### src/rtl/weighted_sched.sv
// Weighted scheduler: collects one AUL result per channel, then issues the four operands
// plus the current weight to a fixed-latency datapath and buffers its results in issue order.
module weighted_sched #(
  parameter int FIFO_DEPTH = 4,
  parameter int DP_LATENCY = 5
) (
  input  logic        clk,
  input  logic        rst,
  input  logic        run,
  input  logic        cfg_we,
  input  logic [15:0] cfg_mu,
  input  logic [3:0]  ch_valid,
  output logic [3:0]  ch_ready,
  input  logic [15:0] ch_data0,
  input  logic [15:0] ch_data1,
  input  logic [15:0] ch_data2,
  input  logic [15:0] ch_data3,
  output logic        dp_enable,
  output logic [15:0] dp_data1,
  output logic [15:0] dp_data2,
  output logic [15:0] dp_data3,
  output logic [15:0] dp_data4,
  output logic [15:0] dp_mu,
  input  logic        dp_valid,
  input  logic [15:0] dp_result,
  output logic        res_valid,
  input  logic        res_ready,
  output logic [15:0] res_data,
  output logic        busy,
  output logic        err,
  output logic [1:0]  dbg_state
);

  localparam int AW       = $clog2(FIFO_DEPTH);
  localparam int CW       = $clog2(FIFO_DEPTH + 1);
  localparam int MAX_INFL = (DP_LATENCY < FIFO_DEPTH) ? DP_LATENCY : FIFO_DEPTH;
  localparam int IW       = $clog2(MAX_INFL + 1);

  typedef enum logic [1:0] {
    S_IDLE   = 2'd0,
    S_GATHER = 2'd1,
    S_STALL  = 2'd2
  } state_e;

  logic              rst_sync_q;
  logic [3:0]        full_q;
  logic [15:0]       slot_q [4];
  logic [15:0]       ch_data [4];
  logic [15:0]       mu_q;
  logic [IW-1:0]     inflight_q;
  logic [CW-1:0]     count_q;
  logic [AW-1:0]     wr_q;
  logic [AW-1:0]     rd_q;
  logic [15:0]       mem_q [FIFO_DEPTH];
  logic              err_q;
  state_e            state_q;
  state_e            state_d;
  logic              all_full;
  logic              credit_ok;
  logic              issue;
  logic              push;
  logic              pop;
  logic [3:0]        accept;

  // Reset asserts immediately but releases on a clock edge; ready rises on the first
  // edge after release so the first active edge sees clean state everywhere.
  always_ff @(posedge clk or negedge rst) begin
    if (!rst) rst_sync_q <= 1'b0;
    else      rst_sync_q <= 1'b1;
  end

  assign ch_data[0] = ch_data0;
  assign ch_data[1] = ch_data1;
  assign ch_data[2] = ch_data2;
  assign ch_data[3] = ch_data3;

  // Handshakes: a beat transfers on the rising edge where valid and ready are both high;
  // ready never depends on valid, and res_valid stays high until the head is popped.
  assign ch_ready  = ~full_q & {4{rst_sync_q}};
  assign accept    = ch_valid & ch_ready;
  assign all_full  = &full_q;
  assign credit_ok = (int'(inflight_q) + int'(count_q)) < FIFO_DEPTH;
  assign issue     = run & all_full & credit_ok;
  assign push      = dp_valid & (inflight_q != '0);
  assign pop       = res_valid & res_ready;

  assign dp_enable = issue;
  assign dp_data1  = issue ? slot_q[0] : '0;
  assign dp_data2  = issue ? slot_q[1] : '0;
  assign dp_data3  = issue ? slot_q[2] : '0;
  assign dp_data4  = issue ? slot_q[3] : '0;
  assign dp_mu     = issue ? mu_q : '0;

  assign res_valid = (count_q != '0);
  assign res_data  = res_valid ? mem_q[rd_q] : '0;
  assign busy      = (|full_q) | (inflight_q != '0) | (count_q != '0);
  assign err       = err_q;
  assign dbg_state = state_q;

  always_ff @(posedge clk or negedge rst_sync_q) begin
    if (!rst_sync_q) begin
      full_q <= '0;
      for (int k = 0; k < 4; k++) slot_q[k] <= '0;
    end else begin
      for (int k = 0; k < 4; k++) begin
        if (issue) begin
          full_q[k] <= 1'b0;
        end else if (accept[k]) begin
          full_q[k] <= 1'b1;
          slot_q[k] <= ch_data[k];
        end
      end
    end
  end

  // The issue stage reads mu_q, so a same-cycle write only affects later issues.
  always_ff @(posedge clk or negedge rst_sync_q) begin
    if (!rst_sync_q) begin
      mu_q       <= '0;
      inflight_q <= '0;
      err_q      <= 1'b0;
    end else begin
      if (cfg_we) mu_q <= cfg_mu;
      case ({issue, push})
        2'b10:   inflight_q <= inflight_q + IW'(1);
        2'b01:   inflight_q <= inflight_q - IW'(1);
        default: inflight_q <= inflight_q;
      endcase
      if (dp_valid && (inflight_q == '0)) err_q <= 1'b1;
    end
  end

  always_ff @(posedge clk or negedge rst_sync_q) begin
    if (!rst_sync_q) begin
      wr_q    <= '0;
      rd_q    <= '0;
      count_q <= '0;
      for (int i = 0; i < FIFO_DEPTH; i++) mem_q[i] <= '0;
    end else begin
      if (push) begin
        mem_q[wr_q] <= dp_result;
        wr_q        <= wr_q + AW'(1);
      end
      if (pop) rd_q <= rd_q + AW'(1);
      case ({push, pop})
        2'b10:   count_q <= count_q + CW'(1);
        2'b01:   count_q <= count_q - CW'(1);
        default: count_q <= count_q;
      endcase
    end
  end

  always_ff @(posedge clk or negedge rst_sync_q) begin
    if (!rst_sync_q) state_q <= S_IDLE;
    else             state_q <= state_d;
  end

  always_comb begin
    state_d = state_q;
    if (!run) begin
      state_d = S_IDLE;
    end else begin
      case (state_q)
        S_IDLE:   state_d = S_GATHER;
        S_GATHER: if (all_full && !credit_ok) state_d = S_STALL;
        S_STALL:  if (credit_ok) state_d = S_GATHER;
        default:  state_d = S_IDLE;
      endcase
    end
  end

endmodule

### config.mk
export PLATFORM = sky130hd
export DESIGN_NAME = weighted_sched
export DESIGN_NICKNAME = d
export VERILOG_FILES = /design/src/rtl/weighted_sched.sv
export SDC_FILE = /design/constraint.sdc
export NUM_CORES = 1
export LEC_CHECK = 0
export BUFFER_PORTS_ARGS = -buffer_cell sky130_fd_sc_hd__buf_2
export CORE_ASPECT_RATIO = 0.8
export CORE_UTILIZATION = 35
export CTS_BUF_LIST = sky130_fd_sc_hd__clkbuf_4 sky130_fd_sc_hd__clkbuf_8 sky130_fd_sc_hd__clkbuf_16
export DETAILED_ROUTE_END_ITERATION = 10
export GPL_ROUTABILITY_DRIVEN = 0
export PLACE_DENSITY = 0.57
export SYNTH_ARGS = -nofsm -noshare
export SYNTH_HDL_FRONTEND = slang
export SYNTH_SLANG_ARGS = --single-unit
export TNS_END_PERCENT = 10
### constraint.sdc
create_clock -name clk -period 7.1 [get_ports clk]
set_clock_uncertainty 0.15 [all_clocks]
set_input_delay 1.42 -clock clk [delete_from_list [all_inputs] [get_ports clk]]
set_output_delay 1.42 -clock clk [all_outputs]
set_load 0.02 [all_outputs]
==> reports/metrics.yaml, run 1 <==
outcome:
  status: "finished clean"
route:
  drc: 0
  ant_nets: 0
  wl_mm: 16.7
  wl_per_cell_um: 16.6
  drt_iter0_drc: 226
  drt-pass1-iter-count: 4
  vias: 4719
  viasPerCell: 4.70
layout:
  final_nets: 843
  area_growth_pct: 25.9
  layout-drive-gt1-share: 0.559
  final_area_sq_um: 9210
  fill_cells: 1856
global_route:
  antenna_found_initial: 1
  overflow: 0
  grt_max_degree: 77
  grt_pass1_wl_mm: 27.1
  grt_usage: 0.164
  first_global_vias: 5166
floorplan:
  core_area_sq_um: 20100
  fp-row-count: 46
  die_w_um: 164
  die_h_um: 131
  dieArea_sq_um: 21500
  boundaryPins: 212
  initial_core_util: 0.363
clocking:
  cts_setup_buffers: 0
  cts-resized-gates: 0
  cts_made_buffers: 17
  cts.path.max_buffers: 2
  clkTransAtPathRegs_ns: 0.07
  root_buffer: "clkbuf_16"
  cts_tree: "yes"
  cts_hold_buf: 0
  cts.sinks: 162
  htreeDepth: 4
  insertion_delay_ns: 0.42
pwr:
  p_switching_mw: 1.32
  power_density_nw_per_um2: 437
  clock_power_share: 0.238
  p_int_mw: 2.70
  seqPwrFrac: 0.400
  finalPower_mw: 4.02
  ir_worst_vdd_v: 0.000126
  switching_share: 0.329
  leakagePower_nw: 4.49
  combinationalPowerShare: 0.363
logic_synthesis:
  synth_edf_count: 0
  synth_top_area_share: 0.554
  synth_cell_type_count: 36
  synth-seq-cells: 162
  yosysWarnings: 0
  syn_area_sq_um: 7310
  synth_nets: 635
  ys_top_cells_by_area: "dfrtp_1 55%, mux2_2 22%, and2_1 8.3%"
  synthCells: 519
  synthTopCellsByCount: "162 x dfrtp_1, 144 x mux2_2, 97 x and2_1"
  async_flop_share: 1.00
  avgSynthCellArea_sq_um: 14.1
  synth_top_cell_by_area: "dfrtp_1"
  ys_seq_area_frac: 0.554
  synth_ff_type: "dfrtp_1"
  yosysMostFrequentCell: "dfrtp_1"
worst_setup_path:
  critPathLaunchType: "register"
  endpoint_kind: "primary output"
  worstSetupPathType: "reg -> out"
  path_max_fanout: 47
  crit_required_ns: 5.53
  worst_ep_arrival_time_ns: 3.10
sta:
  drv_slew: 0
  timing.final.crit_share: 0.657
  tightest_slew_ns: 0.986
  fin_hold_ws_ns: 0.127
  setup_viol: 0
  fmax_mhz: 214
  hold_viol_final: 0
  max_slew_margin: 0.343
  fin_tns_setup_ns: 0
  grt_setup_unrepaired: "no"
  period_minus_slack_ns: 4.67
placement:
  place_area_sq_um: 8590
  io_buffers: 211
  place_hpwl_mm: 11.6
min_path:
  hold_class: "reg -> async"
flow_run:
  maxCapViolations: 0
## layout by cell type, fill, tap and decap left out, types with 2 or more instances in the layout
cell,n
and2_1,97
and3_1,2
buf_2,211
buf_4,4
bufinv_16,3
clkbuf_16,17
clkinv_2,3
clkinv_4,4
dfrtp_1,161
fa_1,2
ha_1,8
inv_1,14
inv_6,3
mux2_2,144
mux2i_1,2
mux4_2,16
nand2_1,5
nand2_2,4
nand3b_1,2
nor2_1,2
nor2b_1,4
o21ai_0,6
xnor2_1,4
xor2_1,5
## final timing paths
path	startpoint	end	slack, ns	cells after the start
worst max-delay path	inflight_q[2]	dp_data2[8]	2.43	6
worst min-delay path	rst_sync_q	slot_q[30]	0.13	0
worst max register to register	inflight_q[2]	inflight_q[2]	3.63	11
worst min register to register	rst_sync_q	slot_q[30]	0.13	0
max in group asynchronous	rst_sync_q	mem_q[53]	4.63	2
min in group clk	err	err	0.31	1
## registers in the layout (all words and copies together) (netlist names)
register	cells
count_q	3
dbg_state	2
err	1
full_q	4
inflight_q	3
mem_q	64
mu_q	16
rd_q	2
rst_sync_q	1
slot_q	64
wr_q	2
## cell families after synthesis
group | count (synthesis) | synth area share
fa+ha+maj | 10 | 0.0192
other cells | 1 | 0.000513
buf+inv | 40 | 0.0269
mux | 162 | 0.274
simple gates | 124 | 0.106
flops | 162 | 0.554
compound gates | 11 | 0.00907
xor+xnor | 9 | 0.0108
## power groups by stage
stage	combinational (mW)	sequential (mW)	clock, mW
2_1_floorplan	1.15	1.52	0
3_3_place_gp	1.44	1.60	0
3_5_place_dp	1.48	1.62	0
4_1_cts	1.49	1.61	0.983
5_1_grt	1.60	1.67	1.03
6_report	1.46	1.61	0.956
## final cells by class
cell class / count / area, sq um / area share
Sequential cell: 162 / 4060 / 0.441
Tap cell: 264 / 330 / 0.0359
Antenna cell: 1 / 2.50 / 0.000272
Clock inverter: 14 / 178 / 0.0193
Clock buffer: 18 / 439 / 0.0477
Multi-Input combinational cell: 317 / 3060 / 0.333
Inverter: 14 / 52.6 / 0.00571
Timing Repair Buffer: 215 / 1090 / 0.118
## through the flow
stage          std cells  utilization  setup slack (ns)
6_report            1005        0.457              2.43
5_1_grt             1004        0.457              2.21
4_1_cts             1004        0.457              2.37
3_5_place_dp         972        0.426              2.47
3_3_place_gp         972        0.426              2.53
2_1_floorplan        519            -              1.13
## metal layers
metal | up-vias | GRT usage | part of all wire
met3 | 16 | 0.0423 | 0.049
met2 | 109 | 0.270 | 0.50
met4 | 0 | 0.0494 | 0.014
met5 | - | 0 | 0
li1 | 2198 | - | -
met1 | 2396 | 0.210 | 0.44
## critical path: stages (launching register included)
cell	delay, ns
dfrtp_1	0.44
ha_1	0.31
or3_4	0.35
and4bb_2	0.74
buf_4	0.46
and2_1	0.20
buf_2	0.16
Power figures use the tool's default switching activity.
==> inputs of run 2 (changes only) <==
==> constraint.sdc (replaced) <==
create_clock -name clk -period 4.7 [get_ports clk]
set_clock_uncertainty 0.15 [all_clocks]
set_input_delay 0.94 -clock clk [delete_from_list [all_inputs] [get_ports clk]]
set_output_delay 0.94 -clock clk [all_outputs]
set_load 0.02 [all_outputs]
==> reports/metrics.yaml, run 2 (same netlist as run 1, synthesis figures left out) <==
route:
  ant_nets: 0
  viasPerCell: 4.68
  vias: 4698
  drc: 0
  drt_iter0_drc: 192
  wl_mm: 16.6
  drt-pass1-iter-count: 4
  wl_per_cell_um: 16.6
floorplan:
  core_area_sq_um: 20100
  die_w_um: 164
  boundaryPins: 212
  die_h_um: 131
  fp-row-count: 46
  initial_core_util: 0.363
  dieArea_sq_um: 21500
sta:
  period_minus_slack_ns: 3.87
  grt_setup_unrepaired: "no"
  fin_tns_setup_ns: 0
  setup_viol: 0
  fmax_mhz: 258
  drv_slew: 0
  tightest_slew_ns: 0.954
  timing.final.crit_share: 0.824
  hold_viol_final: 0
  fin_hold_ws_ns: 0.133
  max_slew_margin: 0.364
  setup_slack_ns: 0.828
layout:
  final_cell_mix: "211 x buf_2, 161 x dfrtp_1, 144 x mux2_2"
  area_growth_pct: 25.4
  layout-drive-gt1-share: 0.559
  reg.largest.list: "mem_q x64, slot_q x64, mu_q x16"
  final_area_sq_um: 9170
  final_common_cell: "buf_2"
  n_antenna_cell: 0
  final_nets: 843
global_route:
  grt_max_degree: 87
  antenna_found_initial: 0
  grt_usage: 0.163
  grt_pass1_wl_mm: 26.8
  overflow: 0
  first_global_vias: 5063
clocking:
  cts.path.max_buffers: 2
  insertion_delay_ns: 0.42
  htreeDepth: 4
  cts.sinks: 162
  cts_made_buffers: 17
  cts_tree: "yes"
  root_buffer: "clkbuf_16"
  clkTransAtPathRegs_ns: 0.07
  cts-resized-gates: 0
  cts_setup_buffers: 0
  cts_hold_buf: 0
pwr:
  leakagePower_nw: 4.46
  power_density_nw_per_um2: 653
  finalPower_mw: 5.98
  ir_worst_vdd_v: 0.000224
worst_setup_path:
  path_max_fanout: 86
  worstSetupPathType: "reg -> out"
  endpoint_kind: "primary output"
  r2r_slack_ns: 1.61
  worstReg2RegStart: "inflight_q[2]"
  worst_ep_arrival_time_ns: 2.78
  crit_required_ns: 3.61
  rr_endpoint: "inflight_q[2]"
  rr_worst_depth: 11
  critPathLaunchType: "register"
placement:
  dp_slack_ns: 1.26
  io_buffers: 211
  place_hpwl_mm: 11.7
  place_area_sq_um: 8590
flow_run:
  maxCapViolations: 0
outcome:
  status: "finished clean"
min_path:
  hold_class: "reg -> async"
run 2: how the worst max path moves through the flow:
stage,start,slack (ns),cells past startpoint,endpoint
6_report,inflight_q[2],0.83,6,dp_mu[0]
5_1_grt,inflight_q[2],0.69,6,dp_mu[0]
4_1_cts,inflight_q[2],0.79,6,dp_mu[0]
3_5_place_dp,inflight_q[2],1.26,6,dp_mu[0]
3_3_place_gp,inflight_q[2],1.31,6,dp_mu[0]
2_1_floorplan,rst_sync_q,0.87,1,ch_ready[0]
run 2: power by group:
group | internal [mW] | switching, mW
registers | 2.04 | 0.392
clock network | 0.765 | 0.587
logic | 1.18 | 1.02
run 2: critical path, stage by stage (launching register included):
cell	delay (ns)
dfrtp_1	0.42
ha_1	0.30
or3_4	0.35
and4bb_2	0.30
buf_4	0.52
and2_1	0.26
buf_2	0.18
run 2: metal layers:
layer / wire, um / share of wire / GRT usage / vias up
met3: 726 / 0.044 / 0.0360 / 17
met4: 259 / 0.016 / 0.0561 / 0
met2: 8440 / 0.51 / 0.274 / 111
met1: 7200 / 0.43 / 0.204 / 2372
li1: - / - / - / 2198
met5: 0 / 0 / 0 / -
run 2: layout make-up:
class,count,area [sq um]
clock buffer,19,453
clock inverter,13,126
fill,1864,11000
inverter,14,52.6
multi-input combinational,317,3060
sequential,162,4060
tap,264,330
timing repair buffer,215,1090
run 2: through the flow:
| step | cells | util |
|---|---|---|
| detailed placement | 972 | 0.426 |
| global placement | 972 | 0.426 |
| CTS | 1004 | 0.455 |
| floorplan | 519 | - |
| finish | 1004 | 0.455 |
| global route | 1004 | 0.455 |
